## config.mk

```make
export PLATFORM = sky130hd
export DESIGN_NAME = shift_seq
export DESIGN_NICKNAME = d
export VERILOG_FILES = /design/src/rtl/shift_seq.sv
export SDC_FILE = /design/constraint.sdc
export NUM_CORES = 1
export LEC_CHECK = 0
export ABC_AREA = 1
export CAP_MARGIN = 20
export CORE_ASPECT_RATIO = 1.1
export CORE_MARGIN = 3
export CORE_UTILIZATION = 46
export CTS_CLUSTER_DIAMETER = 150
export CTS_CLUSTER_SIZE = 12
export DETAILED_ROUTE_END_ITERATION = 12
export GPL_ROUTABILITY_DRIVEN = 0
export PLACE_DENSITY_LB_ADDON = 0.2
export SLEW_MARGIN = 10
export SYNTH_ARGS = -nofsm -noshare
export SYNTH_HDL_FRONTEND = slang
export SYNTH_SLANG_ARGS = --single-unit
```

## constraint.sdc

```tcl
create_clock -name clk -period 1.9 [get_ports clk]
set_clock_uncertainty 0.15 [all_clocks]
set_input_delay 0.38 -clock clk [delete_from_list [all_inputs] [get_ports clk]]
set_output_delay 0.38 -clock clk [all_outputs]
set_load 0.005 [all_outputs]
```

## src/rtl/shift_seq.sv

```systemverilog
// shift_seq: command sequencer for a universal shift register (one load, up to N shifts, then hold + done).
// Optional rotate mode (cmd_rot port + shadow register) is built when SHIFT_SEQ_ROTATE_EN is defined.
module shift_seq #(
  parameter int unsigned N  = 8,
  parameter int unsigned CW = $clog2(N + 1)
) (
  input  logic          clk,
  input  logic          reset_n,
  input  logic          cmd_valid,
  output logic          cmd_ready,
  input  logic [N-1:0]  cmd_data,
  input  logic          cmd_dir,
  input  logic [CW-1:0] cmd_count,
  input  logic          cmd_fill,
`ifdef SHIFT_SEQ_ROTATE_EN
  input  logic          cmd_rot,
`endif
  output logic [1:0]    s,
  output logic [N-1:0]  a,
  output logic          shift_in,
  output logic          busy,
  output logic          done
);

  localparam logic [1:0] MODE_LOAD  = 2'd0;
  localparam logic [1:0] MODE_RIGHT = 2'd1;
  localparam logic [1:0] MODE_LEFT  = 2'd2;
  localparam logic [1:0] MODE_HOLD  = 2'd3;

  typedef enum logic [1:0] {
    ST_IDLE,
    ST_LOAD,
    ST_SHIFT,
    ST_DONE
  } state_e;

  typedef struct packed {
    logic dir;
    logic fill;
`ifdef SHIFT_SEQ_ROTATE_EN
    logic rot;
`endif
  } cmd_t;

  state_e        state_q, state_d;
  cmd_t          cmd_q, cmd_d;
  logic [CW-1:0] cnt_q, cnt_d;
  logic [CW-1:0] cnt_clamp;
  logic [1:0]    s_q, s_d;
  logic [N-1:0]  a_q, a_d;
  logic          shift_in_q, shift_in_d;
  logic          busy_q, busy_d;
  logic          done_q, done_d;
  logic          ready_q, ready_d;
  logic [1:0]    shift_mode;
  logic          serial_d;

  assign cnt_clamp  = (cmd_count > CW'(N)) ? CW'(N) : cmd_count;
  assign shift_mode = cmd_q.dir ? MODE_LEFT : MODE_RIGHT;

`ifdef SHIFT_SEQ_ROTATE_EN
  // Shadow mirrors the downstream register as it will be after the current cycle's edge.
  logic [N-1:0] shadow_q, shadow_d;

  always_comb begin
    shadow_d = shadow_q;
    if (state_q == ST_LOAD) begin
      shadow_d = a_q;
    end else if (state_q == ST_SHIFT) begin
      shadow_d = cmd_q.dir ? {shadow_q[N-2:0], shift_in_q}
                           : {shift_in_q, shadow_q[N-1:1]};
    end
  end

  assign serial_d = cmd_q.rot ? (cmd_q.dir ? shadow_d[N-1] : shadow_d[0]) : cmd_q.fill;

  always_ff @(posedge clk or negedge reset_n) begin
    if (!reset_n) begin
      shadow_q <= '0;
    end else begin
      shadow_q <= shadow_d;
    end
  end
`else
  assign serial_d = cmd_q.fill;
`endif

  // Next-state and next-output logic; outputs are registered copies for the coming state.
  always_comb begin
    state_d    = state_q;
    cmd_d      = cmd_q;
    cnt_d      = cnt_q;
    s_d        = MODE_HOLD;
    a_d        = a_q;
    shift_in_d = 1'b0;
    busy_d     = 1'b0;
    done_d     = 1'b0;
    ready_d    = 1'b0;

    case (state_q)
      ST_IDLE: begin
        ready_d = 1'b1;
        if (cmd_valid && ready_q) begin
          cmd_d.dir  = cmd_dir;
          cmd_d.fill = cmd_fill;
`ifdef SHIFT_SEQ_ROTATE_EN
          cmd_d.rot  = cmd_rot;
`endif
          cnt_d   = cnt_clamp;
          a_d     = cmd_data;
          s_d     = MODE_LOAD;
          busy_d  = 1'b1;
          ready_d = 1'b0;
          state_d = ST_LOAD;
        end
      end

      ST_LOAD: begin
        busy_d = 1'b1;
        if (cnt_q != '0) begin
          s_d        = shift_mode;
          shift_in_d = serial_d;
          state_d    = ST_SHIFT;
        end else begin
          done_d  = 1'b1;
          state_d = ST_DONE;
        end
      end

      ST_SHIFT: begin
        busy_d = 1'b1;
        cnt_d  = cnt_q - CW'(1);
        if (cnt_q == CW'(1)) begin
          done_d  = 1'b1;
          state_d = ST_DONE;
        end else begin
          s_d        = shift_mode;
          shift_in_d = serial_d;
        end
      end

      ST_DONE: begin
        ready_d = 1'b1;
        state_d = ST_IDLE;
      end

      default: begin
        ready_d = 1'b1;
        state_d = ST_IDLE;
      end
    endcase
  end

  always_ff @(posedge clk or negedge reset_n) begin
    if (!reset_n) begin
      state_q    <= ST_IDLE;
      cmd_q      <= '0;
      cnt_q      <= '0;
      s_q        <= MODE_HOLD;
      a_q        <= '0;
      shift_in_q <= 1'b0;
      busy_q     <= 1'b0;
      done_q     <= 1'b0;
      ready_q    <= 1'b1;
    end else begin
      state_q    <= state_d;
      cmd_q      <= cmd_d;
      cnt_q      <= cnt_d;
      s_q        <= s_d;
      a_q        <= a_d;
      shift_in_q <= shift_in_d;
      busy_q     <= busy_d;
      done_q     <= done_d;
      ready_q    <= ready_d;
    end
  end

  assign cmd_ready = ready_q;
  assign s         = s_q;
  assign a         = a_q;
  assign shift_in  = shift_in_q;
  assign busy      = busy_q;
  assign done      = done_q;

endmodule

```

# Word level (Yosys, flattened, before mapping)
# Cells that the tools add are included.
# op_classes
add_sub_neg	1
magnitude_cmp	1
n_eq_ne	6
muxes	22
reduce_logical	8
# op_table
operator	n
$mux 2	6
$mux 4	2
$pmux 1 s2	4
$pmux 2 s4	1
$pmux 4 s2	1
$mux 1	7
$pmux 2 s3	1
$reduce_and 2->1	3
$eq 2x2->1 const B	2
$eq 4x1->1 const B	1
$gt 4x4->1 const B	1
$ne 2x2->1 const B	2
$reduce_bool 4->1	1
$sub 4x1->4 const B	1
$eq 2x1->1 const B	1
$logic_not 2->1	1
$reduce_bool 2->1	1
$reduce_or 2->1	1
$logic_and 1x1->1	1
# word_totals
register_bits	22
in_bits	17
output_inout_bits	14
word_cells	48

# Longest topological paths before layout
# depth
ltp_word	4
mapped_depth	9
ltp_nobuf	8

# Worst setup path before layout
# OpenSTA, ideal clock, no wires.
# synth_path
kind	flip-flop to flip-flop
from	register state_q[0]
to	register cnt_q[3]
setup_ns	0.116
t_arrival_ns	1.179
t_required_ns	1.634
path_slack_ns	0.454
stages_incl_launch_ff	8
n_path_buf	1
period_less_slack_ns	1.446
path_cell_list	dfrtp_1 > inv_1 > ha_1 > buf_4 > o21ai_4 > nor2_1 > nand2_1 > nand2_1
# synth_via
elab_chain_len	3
word_cells_on_any_way	6
cone_classes	2 x eq/ne; 1 x mux; 3 x reduce/logical
# synth_rtl
item	line	source
start: declaration	45	state_e state_q, state_d;
start signal: assignment	166	state_q <= state_d;
$eq 2x2->1 or $logic_not 2->1 (tied branches)	100	case (state_q)
$reduce_bool 2->1 (no line) or $ne 2x2->1 (tied branches)	--	
$reduce_and 2->1 (no line)	--	
end signal: assignment	168	cnt_q <= cnt_d;
end: declaration	47	logic [CW-1:0] cnt_q, cnt_d;
# Several ways; a longest one is shown, not always the timed one.
# A chain may end at the register's enable or synchronous reset.

# Worst setup path after layout
# layout_path
from	register s_q[1], in the netlist s[1]
to	output s[1]
# layout_lines
item	line	source
start: declaration	49	logic [1:0] s_q, s_d;
start signal: assignment	159	s_q <= MODE_HOLD;
start signal: assignment	169	s_q <= s_d;
end: declaration	18	output logic [1:0] s,
# No word-level cell between the ends.

==> summary.md <==
| Metric | Value |
|---|---|
| Crit Path Category | reg -> out |
| Period utilisation layout | ~100% |
| WP data required | around 1.4 ns |
| DR vias/cell | ~4.7 |
| Crit-path slowest cell | dfstp_2 |
| Drt wl/cell | 10.9 um |
| Reg-to-Reg End | a[3] |
| TritonCTS buffer count | 3 |
| Pwr dens | between 1500 and 2000 nW/um^2 |
| Routed wire length | roughly 2100 um |
| Core Region | about 2300 um^2 |
| Buf/Inv on CP | 1 |
| Final Core Density | 65.1% |
| Share of the yosys chip area belonging to registers | roughly half |
| Clk slew on worst S/H paths | 0.12 ns |
| Setup_tns | 0 ns |
| Number of global-route vias before repair | 827 |
| Critical path data arrival time | 1.32 ns |
| Run status | finished, final reports clean |
| Class of the worst hold path | in -> async |
| Die area | approximately 3000 um^2 |
| Share of post-route cells with drive strength above 1 | 11.3% |
| N_diodes | 0 |
| Site Rows | 18 |
| Setup slack after layout | around 0.045 ns |
| R2r setup slk | approximately 0.15 ns |
| Yosys warning count | 0 |
| Max Slew Vio Count | 0 |
| Placed cell count | 185 |
| WP depth | 1 |
| Die Span Y | 57.5 um |
| Worst setup path endpoint | s[1] |
| Max clock buf depth | 2 |
| Critical R2R Launch | state_q[0] |
| Final total power | roughly 2.3 mW |
| Worst vdd ir | between 900 and 1000 uV |
| CP top delay family | flip-flops |
| Synth Net Count | 152 |
| Crit path from | s[1] |
| DP Worst Slack | 0.148 ns |
| H-tree lvl count | 1 |
| Syn avg cell area | 8.75 um^2 |
| Crit path max fanout | 1 |
| Largest net degree at the start of global routing | 23 |
| Max stage delay on crit path | between 0.5 and 0.6 ns |
| Detailed-route via count | between 800 and 900 |
| Leak pwr | 0.735 nW |
| Starting DRT DRC Count | 11 |
| Post-synthesis async set-or-reset flop share | between 90% and 100% |
| Max-cap violations | 0 |
| Layout Cells excl Fill | 190 |
| Placed wire-length estimate | roughly 1600 um |
| First-pass GRT wire length | ~3500 um |
| CP endpoint kind | output pin |
| Nets | 186 |
| RSZ-0062 raised after global routing | no |
| Post-route ant nets | 0 |
| Count of cell types in the netlist | 23 |
| CTS tree | yes |
| Chip width | 52.9 um |
| Number of flops mapped to enable cells by yosys | 0 |
| DRC errors left | 0 |
| Initial core utilization | 48.8% |
| GRT overflow | 0 |
| Ys flop type | dfrtp_1 |
| Initial antenna violation count | 0 |
| DRT Pass-1 Iters | 4 |
| Input/output buffers | 30 |
| Syn Std Cell Area | about 1100 um^2 |
| Actual slew at the worst max-slew pin | a little over 0.4 ns |
| CTS Root Cell | clkbuf_4 |
| Tmin final | 1.85 ns |
| # clock sinks | 22 |
| Filler cells | about 190 |
| CP Cell Sequence | clkdlybuf4s50_1 |
| Synth Instances | 127 |
| Worst slew margin | between 70 and 80% |
| Worst skew pair latency | about 0.31 ns |
| CP Launch Type | flip-flop |
| Fin. Hold Viols | 0 |
| Fmax | 0.539 GHz |
| Worst r2r path cells | 5 |
| Synthesized flop and latch total | 22 |
| Final setup viols | 0 |
| GRT Overall Usage | approximately 16% |
| IO Count | 31 |
| Synthesis-to-layout area growth | 33.3% |
cell usage after synthesis (2+ instances only):
| master | count | area (um^2) |
|---|---|---|
| nor2_2 | 2 | 12.5 |
| o21ai_1 | 13 | 65.1 |
| a21oi_1 | 4 | 20.0 |
| nor2_1 | 6 | 22.5 |
| nand2_1 | 32 | 120 |
| dfrtp_1 | 19 | 475 |
| dfstp_2 | 3 | 78.8 |
| nand3_1 | 7 | 35.0 |
| nand2_2 | 2 | 12.5 |
| inv_1 | 18 | 67.6 |
| buf_4 | 2 | 15.0 |
| ha_1 | 8 | 100 |
timing repair:
item | 4_1_cts | 5_1_grt
pin swaps | 0 | 0
setup buffers | 1 | 0
setup endpoints to repair | 1 | 1
hold buffers | 0 | 0
resized for setup | 1 | 1
endpoints found under the hold margin | 0 | 0
layout by cell type, fill, tap and decap left out, drive strengths merged:
cell type	n
a21oi	5
nand3	8
a22oi	1
inv	19
dfstp	3
o21bai	1
o21ai	16
nor2b	1
o211ai	1
dfrtp	19
clkbuf	4
clkdlybuf4s50	28
nor2	8
nand2	34
dlygate4sd2	1
ha	8
dlymetal6s2s	1
buf	2
per-stage QoR:
| stage | hold WS [ns] | cell area (um^2) |
|---|---|---|
| after floorplan | -0.0656 | 1110 |
| after global placement | 0.322 | 1440 |
| after detailed placement | 0.324 | 1440 |
| after CTS | 0.249 | 1480 |
| after global routing | 0.259 | 1480 |
| final | 0.248 | 1480 |
layout make-up:
cell class	instances	area [um^2]	share of cell area, %
sequential	22	554	37.4
multi-input combinational	83	465	31.4
timing repair buffer	32	317	21.4
inverter	19	71.3	4.81
tap	30	37.5	2.53
clock buffer	4	36.3	2.45
power by group:
group          total (mW)  leakage [nW]  switching, mW  internal, mW
clock               0.258        0.0210          0.140         0.117
combinational        1.18         0.443          0.606         0.572
sequential          0.842         0.271          0.137         0.704
total                2.28         0.735          0.884          1.39
cells by family after synthesis:
| logic type | count (synthesis) | share of synthesized area (%) |
|---|---|---|
| compound gates | 24 | 13.2 |
| flops | 22 | 49.9 |
| simple gates | 51 | 19.7 |
| buf+inv | 22 | 8.22 |
| fa+ha+maj | 8 | 9.01 |
state kept, by name (all words and copies together), names as in the netlist, 2 cells and up:
register / count
s: 2
cnt_q: 4
a: 8
state_q: 2
worst min path at each step:
stage,cells past startpoint,endpoint
after global placement,2,serial_d
after detailed placement,2,a[5]
final,2,cnt_q[2]
after CTS,2,cnt_q[1]
after global routing,2,cnt_q[3]
after floorplan,0,a[0]
layer usage:
| layer | track usage [%] | vias to the layer above | wire (um) |
|---|---|---|---|
| met4 | 9.12 | 0 | 49 |
| met2 | 25.5 | 28 | 972 |
| met1 | 19.2 | 395 | 942 |
| met5 | 0 | - | 0 |
| li1 | - | 463 | - |
| met3 | 2.61 | 5 | 115 |
Note: power is estimated with default switching activity, not from simulation.
